<file path="src/rtl/sc_run_ctrl_pkg.sv">
// Shared state encodings, key indices and defaults for the run/halt/step controller.
package sc_run_ctrl_pkg;

   typedef enum logic [2:0] {
      ST_HALT   = 3'd0,
      ST_RUN    = 3'd1,
      ST_STEP   = 3'd2,
      ST_RESUME = 3'd3,
      ST_BREAK  = 3'd4
   } run_state_t;

   localparam logic [15:0] DEFAULT_DEBOUNCE_CYCLES = 16'd50000;

   // Bit positions of the three keys inside the packed key/press vectors.
   localparam int KEY_RUN  = 0;
   localparam int KEY_STEP = 1;
   localparam int KEY_HALT = 2;
   localparam int NUM_KEYS = 3;

endpackage

</file>
<file path="src/rtl/sc_key_debounce.sv">
// One push-button path: 2-FF synchroniser, stability counter and a one-cycle
// pulse when the accepted level falls (press). Releases produce no pulse.
module sc_key_debounce
   import sc_run_ctrl_pkg::*;
#(
   parameter logic [15:0] DEBOUNCE_CYCLES = DEFAULT_DEBOUNCE_CYCLES
) (
   input  logic clock,
   input  logic resetn,
   input  logic key_n,
   output logic press
);

   logic        sync1_reg;
   logic        sync2_reg;
   logic        level_reg;
   logic        press_reg;
   logic [15:0] cnt_reg;

   // cnt_reg holds how many consecutive samples already disagreed with the
   // accepted level; the DEBOUNCE_CYCLES-th disagreeing sample flips it.
   always_ff @(posedge clock or negedge resetn) begin
      if (!resetn) begin
         sync1_reg <= 1'b1;
         sync2_reg <= 1'b1;
         level_reg <= 1'b1;
         press_reg <= 1'b0;
         cnt_reg   <= '0;
      end else begin
         sync1_reg <= key_n;
         sync2_reg <= sync1_reg;
         press_reg <= 1'b0;
         if (sync2_reg == level_reg) begin
            cnt_reg <= '0;
         end else if (cnt_reg == DEBOUNCE_CYCLES - 16'd1) begin
            level_reg <= sync2_reg;
            press_reg <= ~sync2_reg;
            cnt_reg   <= '0;
         end else begin
            cnt_reg <= cnt_reg + 16'd1;
         end
      end
   end

   assign press = press_reg;

endmodule

</file>
<file path="src/rtl/sc_run_ctrl.sv">
// Run/halt/single-step clock-enable controller with instruction counter.
// Optional breakpoint support is built when SC_RUN_CTRL_BP_EN is defined.
module sc_run_ctrl
   import sc_run_ctrl_pkg::*;
#(
   parameter logic [15:0] DEBOUNCE_CYCLES = DEFAULT_DEBOUNCE_CYCLES,
   parameter logic        RUN_ON_RESET    = 1'b0
) (
   input  logic        clock,
   input  logic        resetn,
   input  logic        key_run_n,
   input  logic        key_step_n,
   input  logic        key_halt_n,
   input  logic        count_clr,
   input  logic [31:0] pc,
   input  logic [31:0] bp_addr,
   input  logic        bp_en,
   output logic        cpu_en,
   output logic [2:0]  state,
   output logic        halted,
   output logic [31:0] instr_count
);

   localparam run_state_t RESET_STATE = RUN_ON_RESET ? ST_RUN : ST_HALT;

   logic [NUM_KEYS-1:0] keys_n;
   logic [NUM_KEYS-1:0] press;
   run_state_t          state_reg;
   run_state_t          state_next;
   logic                bp_hit;
   logic [31:0]         count_reg;

   assign keys_n[KEY_RUN]  = key_run_n;
   assign keys_n[KEY_STEP] = key_step_n;
   assign keys_n[KEY_HALT] = key_halt_n;

   generate
      for (genvar gi = 0; gi < NUM_KEYS; gi++) begin : g_key
         sc_key_debounce #(
            .DEBOUNCE_CYCLES (DEBOUNCE_CYCLES)
         ) u_debounce (
            .clock  (clock),
            .resetn (resetn),
            .key_n  (keys_n[gi]),
            .press  (press[gi])
         );
      end
   endgenerate

`ifdef SC_RUN_CTRL_BP_EN
   assign bp_hit = bp_en && (pc == bp_addr);
`else
   logic unused_bp;
   assign unused_bp = ^{pc, bp_addr, bp_en};
   assign bp_hit    = 1'b0;
`endif

   always_ff @(posedge clock or negedge resetn) begin
      if (!resetn) begin
         state_reg <= RESET_STATE;
      end else begin
         state_reg <= state_next;
      end
   end

   // Halt outranks step, which outranks run; a step press while running halts.
   always_comb begin
      state_next = state_reg;
      unique case (state_reg)
         ST_HALT: begin
            if (press[KEY_HALT])      state_next = ST_HALT;
            else if (press[KEY_STEP]) state_next = ST_STEP;
            else if (press[KEY_RUN])  state_next = ST_RUN;
         end
         ST_RUN: begin
            if (press[KEY_HALT] || press[KEY_STEP]) state_next = ST_HALT;
            else if (bp_hit)                        state_next = ST_BREAK;
         end
         ST_STEP:   state_next = ST_HALT;
         ST_RESUME: state_next = ST_RUN;
         ST_BREAK: begin
            if (press[KEY_HALT])      state_next = ST_HALT;
            else if (press[KEY_STEP]) state_next = ST_STEP;
            else if (press[KEY_RUN])  state_next = ST_RESUME;
         end
         default: state_next = ST_HALT;
      endcase
   end

   // RESUME deliberately ignores bp_hit so the breakpoint instruction executes.
   always_comb begin
      cpu_en = 1'b0;
      halted = 1'b0;
      unique case (state_reg)
         ST_RUN:    cpu_en = ~bp_hit;
         ST_STEP:   cpu_en = 1'b1;
         ST_RESUME: cpu_en = 1'b1;
         ST_HALT:   halted = 1'b1;
         ST_BREAK:  halted = 1'b1;
         default:   halted = 1'b1;
      endcase
   end

   always_ff @(posedge clock or negedge resetn) begin
      if (!resetn) begin
         count_reg <= '0;
      end else if (count_clr) begin
         count_reg <= '0;
      end else if (cpu_en) begin
         count_reg <= count_reg + 32'd1;
      end
   end

   assign state       = state_reg;
   assign instr_count = count_reg;

endmodule

</file>
<file path="config.mk">
export PLATFORM = sky130hd
export DESIGN_NAME = sc_run_ctrl
export DESIGN_NICKNAME = d
export VERILOG_FILES = /design/src/rtl/sc_run_ctrl_pkg.sv /design/src/rtl/sc_key_debounce.sv /design/src/rtl/sc_run_ctrl.sv
export SDC_FILE = /design/constraint.sdc
export NUM_CORES = 1
export LEC_CHECK = 0
export CAP_MARGIN = 20
export CORE_MARGIN = 3
export CORE_UTILIZATION = 50
export CTS_CLUSTER_DIAMETER = 80
export DETAILED_ROUTE_END_ITERATION = 12
export GPL_TIMING_DRIVEN = 0
export MAX_ROUTING_LAYER = met4
export PLACE_DENSITY = 0.8
export SYNTH_ARGS = -nofsm -noshare
export SYNTH_HDL_FRONTEND = slang
export SYNTH_SLANG_ARGS = --single-unit
</file>
<file path="constraint.sdc">
create_clock -name clock -period 3.3 [get_ports clock]
set_input_delay 0.66 -clock clock [delete_from_list [all_inputs] [get_ports clock]]
set_output_delay 0.66 -clock clock [all_outputs]
set_load 0.02 [all_outputs]
</file>
==> flow_summary_export.csv, run 1 <==
group,metric,value,unit
yosys,synth_edf_count,0,
clocking,clkLatencyLatePin,0.36,ns
clocking,cts_hold_buf,0,
grt,grt_first_pass_wirelength,16400,um
worst_setup_path,worstSetupPathType,"reg -> out",
placed_design,portBuffers,40,
die,die_h,103,um
clocking,clock_path_buffers,2,
detailed_routing,drt_iter0_markers,230,
yosys,netlist_area,0.00466,mm2
layout,num-nets-final,590,
yosys,yosysUniqueCellTypes,48,
detailed_routing,route.detailed.drc,0,
clocking,htree_num_levels,3,
yosys,async_reset_ff_frac,1.00,
sta,hold_viol,0,
yosys,synth.area.top_cells,"dfrtp_1 (46%), xnor2_1 (5.3%), dfstp_2 (5.1%)",
sta,fin_setup_tns,0,ns
die,initial_utilization,0.524,
detailed_routing,wl_per_cell,15.1,um
grt,grt_pass1_vias,3626,
sta,period_needed,2.65,ns
placed_design,gp_congestion,0.853,
clocking,cts_made_buffers,9,
yosys,synth-seq-area-share,0.507,
clocking,clk_pin_slew,0.08,ns
yosys,syn_area_per_cell,10.2,um2
power_and_ir_drop,total_power,1.98,mW
die,row_count,34,
grt,grtUsageTotal,0.199,
yosys,syn_nets,538,
detailed_routing,wl,9430,um
sta,finalSetupViolations,0,
grt,overflow,0,
power_and_ir_drop,p_per_area,367,mW/mm2
die,die_w,103,um
power_and_ir_drop,p_leak,2.19,nW
power_and_ir_drop,p_seq_frac,0.594,
layout,largest_reg_flops,48,
die,die-area,0.0105,mm2
power_and_ir_drop,internal_power,1.53,mW
sta,fmax,378,MHz
power_and_ir_drop,p_sw_frac,0.226,
yosys,netlist.area_leader.share,0.456,
sta,fin_hold_ws,0.329,ns
grt,grt_max_degree,50,
layout,drive_above_1_share,0.0971,
run,max_cap_violations,0,
sta,finClkSkew,0.0136,ns
detailed_routing,drtAntennaViolNets,0,
sta,worstMarginPinSlew,0.647,ns
die,ios,108,
layout,area_growth,16.1,%
worst_setup_path,crit_required,2.64,ns
run_status,status,"finished clean",
layout,n_antenna_cell,0,
min_path,hold_class,"in -> async",
clocking,cts_tree,"yes",
sta,relSlewSlack,0.568,
power_and_ir_drop,ir_worst_vdd,0.186,mV
power_and_ir_drop,clkPwrFrac,0.369,
yosys,synth_top_cell_by_area,"dfrtp_1",
worst_setup_path,crit_arrival,1.99,ns
worst_setup_path,start_kind,"flip-flop",
clocking,clockRootBuffer,"clkbuf_8",
yosys,syn_inst,459,
detailed_routing,drt_first_pass_iters,4,
yosys,ys_warn_count,0,
power_and_ir_drop,p_comb_frac,0.036,
die,core_area,0.00889,mm2
yosys,synth_flop_cell,"dfrtp_1",
clocking,clock_sink_count,94,
worst_setup_path,endpoint_kind,"primary output",
clocking,cts.repair.resized,0,
detailed_routing,viasPerCell,5.90,
clocking,cts_setup_buffers,0,
grt,antenna_found_initial,0,
sta,maxSlewViolCount,0,
sta,rsz0062_at_grt,"false",
yosys,synth_seq_cells,94,
detailed_routing,vias,3674,
placed_design,dp_hpwl,6530,um
sta,fin_crit_sh,0.802,
worst_setup_path,crit_path_max_fanout,6,
power_and_ir_drop,p_sw,449,uW
[through the flow]
stage	instances	utilization	instance area (um2)	setup slack, ns
CTS	623	0.608	5410	0.636
floorplan	459	-	4660	1.11
global route	623	0.608	5410	0.557
finish	623	0.608	5410	0.654
detailed placement	608	0.587	5220	0.888
global placement	607	0.584	5190	-1.82
[final cells by class]
cell class	instances	area, um2
buffer	15	81.3
clock buffer	9	124
clock inverter	6	63.8
fill	746	3480
inverter	14	52.6
multi-input combinational	336	2160
sequential	94	2360
tap	108	135
timing repair buffer	41	425
[path summary, 6_finish.rpt]
| check | start | end | slack, ns | cells past startpoint |
|---|---|---|---|---|
| min in group clock | g_key[1].u_debounce.sync1_reg | g_key[1].u_debounce.sync2_reg | 0.36 | 0 |
| worst min register to register | g_key[1].u_debounce.sync1_reg | g_key[1].u_debounce.sync2_reg | 0.36 | 0 |
| worst max register to register | state[0] | instr_count[31] | 0.87 | 7 |
| max in group asynchronous | resetn | g_key[1].u_debounce.sync2_reg | 2.28 | 2 |
| worst max-delay path | state[0] | halted | 0.65 | 3 |
| worst min-delay path | resetn | instr_count[2] | 0.33 | 1 |
[synth_stat cells, types with 2 or more instances]
master      n
dfrtp_1    85
and4b_1     2
xor2_1     21
buf_2       5
nand4_1    18
and3_1     10
or3_1      12
ha_1        8
xnor2_1    28
a21oi_1    24
nand3_1    27
dfstp_2     9
nand2_1    22
nor2b_1     6
nor4b_1     2
or4_4       2
nor2_1     60
or4_1      12
nand4bb_1   4
o21ai_0    14
nor4_1     10
inv_1      14
nand4_4     2
mux2_2      4
and4_1      7
nor3_1      9
o31ai_1    11
buf_4       3
clkbuf_1    5
nor3b_1     3
and2_1      3
[worst max-delay path: stages (launching register included)]
cell and delay (ns):
dfrtp_1 0.44, inv_1 0.12, ha_1 0.40, clkdlybuf4s50_1 0.68
[cells in the final DEF (no fill, tap or decap), types with 10 or more instances in the layout]
cell,n
a21oi_1,24
and3_1,10
clkdlybuf4s50_1,39
dfrtp_1,85
inv_1,14
nand2_1,22
nand3_1,27
nand4_1,18
nor2_1,60
nor4_1,10
o21ai_0,14
o31ai_1,11
or3_1,12
or4_1,12
xnor2_1,28
xor2_1,21
[power by group through the flow]
stage	logic, mW	registers, mW	clock network [mW]
floorplan	0.0336	1.20	0
global placement	0.0695	1.20	0
detailed placement	0.0745	1.20	0
CTS	0.0749	1.18	0.757
global route	0.0846	1.18	0.801
finish	0.0723	1.18	0.732
[routing by layer]
metal  track usage  vias up  share of wire
li1              -     1739              -
met1         0.252     1797           0.45
met2         0.317      122           0.48
met3        0.0460       16          0.055
met4        0.0616        0          0.012
met5             -        -              0
[kinds of logic (layout without fill, tap and decap cells)]
logic type,after synthesis,in the layout,share of synthesized area
simple gates,217,217,0.264
flops,94,94,0.507
compound gates,54,54,0.0679
xor+xnor,49,49,0.0921
buf+inv,29,85,0.0287
fa+ha+maj,8,8,0.0215
mux,7,7,0.0175
other cells,1,1,0.000805
(Power assumes the default switching activity.)
==> run 2: changes to the inputs <==
==> constraint.sdc (replaced) <==
create_clock -name clock -period 2.6 [get_ports clock]
set_input_delay 0.52 -clock clock [delete_from_list [all_inputs] [get_ports clock]]
set_output_delay 0.52 -clock clock [all_outputs]
set_load 0.02 [all_outputs]
==> run 2 against run 1 <==
  * Clock skew is essentially flat
  * Core utilization barely moved
  * Die area unchanged
  * Cell area about the same
  * Critical path type unchanged
==> flow_summary_export.csv, run 2 (synthesized netlist as in run 1, its figures left out) <==
group,metric,value,unit
worst_setup_path,cp_num_buf_inv,2,
detailed_routing,wl,9460,um
die,die-area,0.0105,mm2
power_and_ir_drop,total_power,2.52,mW
layout,final_util,0.609,
detailed_routing,drt_first_pass_iters,5,
sta,hold_viol,0,
die,die_w,103,um
power_and_ir_drop,p_sw,571,uW
die,ios,108,
power_and_ir_drop,clkPwrFrac,0.370,
clocking,clk_pin_slew,0.08,ns
sta,period_needed,2.38,ns
sta,maxSlewViolCount,0,
detailed_routing,route.detailed.drc,0,
grt,grtUsageTotal,0.199,
worst_setup_path,endpoint_kind,"primary output",
layout,largest_reg_flops,48,
clocking,clock_path_buffers,2,
grt,grt_first_pass_wirelength,16400,um
grt,overflow,0,
power_and_ir_drop,p_sw_frac,0.227,
worst_setup_path,crit_arrival,1.86,ns
sta,fmax,420,MHz
min_path,hold_class,"in -> async",
placed_design,placed_area,0.00522,mm2
die,initial_utilization,0.524,
grt,antenna_found_initial,0,
worst_setup_path,crit_required,2.08,ns
layout,postLayoutCellArea,0.00541,mm2
power_and_ir_drop,p_comb_frac,0.036,
layout,mostFrequentLayoutCell,"dfrtp_1",
layout,num-nets-final,590,
sta,setup_ws,0.220,ns
power_and_ir_drop,p_per_area,465,mW/mm2
grt,grt_pass1_vias,3626,
detailed_routing,drt_iter0_markers,229,
die,core_area,0.00889,mm2
layout,area_growth,16.1,%
clocking,cts_hold_buf,0,
worst_setup_path,crit_slowest_cell,"clkdlybuf4s50_1",
worst_setup_path,reg2regPathDepth,7,
sta,worstMarginPinSlew,0.647,ns
worst_setup_path,r2r-end,"instr_count[31]",
placed_design,pre_cts_ws,0.188,ns
worst_setup_path,slowest_delay,0.64,ns
clocking,cts.repair.resized,0,
worst_setup_path,start_kind,"flip-flop",
clocking,cts_made_buffers,9,
worst_setup_path,crit_path_max_fanout,6,
sta,finalSetupViolations,0,
sta,rsz0062_at_grt,"false",
worst_setup_path,crit_family,"buffers and inverters",
power_and_ir_drop,p_seq_frac,0.594,
power_and_ir_drop,p_leak,2.19,nW
power_and_ir_drop,internal_power,1.95,mW
detailed_routing,viasPerCell,5.88,
detailed_routing,drtAntennaViolNets,0,
die,die_h,103,um
run_status,status,"finished clean",
layout,drive_above_1_share,0.0990,
clocking,clockRootBuffer,"clkbuf_8",
layout,final_cell_mix,"dfrtp_1 (85), nor2_1 (60), clkdlybuf4s50_1 (39), xnor2_1 (28), nand3_1 (27)",
worst_setup_path,cp.depth,3,
grt,grt_max_degree,50,
detailed_routing,vias,3666,
placed_design,gp_congestion,0.853,
sta,fin_hold_ws,0.187,ns
clocking,cts_tree,"yes",
layout,n_fill_cell,748,
worst_setup_path,worstSetupPathType,"reg -> out",
sta,finClkSkew,0.0137,ns
sta,relSlewSlack,0.569,
layout,n_antenna_cell,0,
clocking,htree_num_levels,3,
worst_setup_path,endpoint,"halted",
die,row_count,34,
worst_setup_path,critical_path.startpoint,"state[0]",
placed_design,portBuffers,40,
worst_setup_path,regToRegSetupSlack,0.25,ns
detailed_routing,wl_per_cell,15.2,um
layout,multi_input_area,0.00216,mm2
sta,fin_crit_sh,0.915,
run,max_cap_violations,0,
clocking,clkLatencyLatePin,0.36,ns
placed_design,dp_hpwl,6530,um
clocking,cts_setup_buffers,0,
layout,seqCellArea,0.00236,mm2
power_and_ir_drop,ir_worst_vdd,0.236,mV
clocking,clock_sink_count,94,
worst_setup_path,crit_chain,"inv_1 > ha_2 > clkdlybuf4s50_1",
worst_setup_path,r2r-start,"state[0]",
==> run 2: cell counts in the layout (fill, tap and decap cells not counted) <==
Identical to the previous run, type by type.
==> run 2: routing by layer <==
layer | wire length [um] | track usage | vias up
li1 | - | - | 1736
met1 | 4310 | 0.252 | 1800
met2 | 4530 | 0.317 | 113
met3 | 497 | 0.0460 | 17
met4 | 127 | 0.0616 | 0
met5 | 0 | - | -
==> run 2: power groups by stage <==
stage	logic, mW	clock network [mW]	registers (mW)
detailed placement	0.0946	0	1.52
global route	0.107	1.02	1.50
finish	0.0918	0.931	1.50
global placement	0.0882	0	1.52
floorplan	0.0426	0	1.52
CTS	0.0950	0.960	1.50
==> run 2: worst min path at each step <==
stage,cells past startpoint,start,endpoint
2_1_floorplan,0,resetn,g_key[0].u_debounce.cnt_reg[0]
3_3_place_gp,0,g_key[1].u_debounce.sync1_reg,g_key[1].u_debounce.sync2_reg
3_5_place_dp,0,g_key[0].u_debounce.sync1_reg,g_key[0].u_debounce.sync2_reg
4_1_cts,1,resetn,instr_count[16]
5_1_grt,1,resetn,instr_count[16]
6_report,1,resetn,instr_count[2]
==> run 2: final cells by class <==
cell class              instances  share of cell area
flip-flops and latches         94               0.437
repair buffers                 41              0.0786
well taps                     108              0.0250
plain buffers                  15              0.0150
clock inverters                 6              0.0118
clock buffers                   9              0.0229
inverters                      14             0.00971
multi-input cells             336               0.400
==> run 2: metrics by stage <==
step           instances  TNS, ns
6_report             623        0
4_1_cts              623        0
3_5_place_dp         608        0
3_3_place_gp         607  -213.38
2_1_floorplan        459        0
5_1_grt              623        0
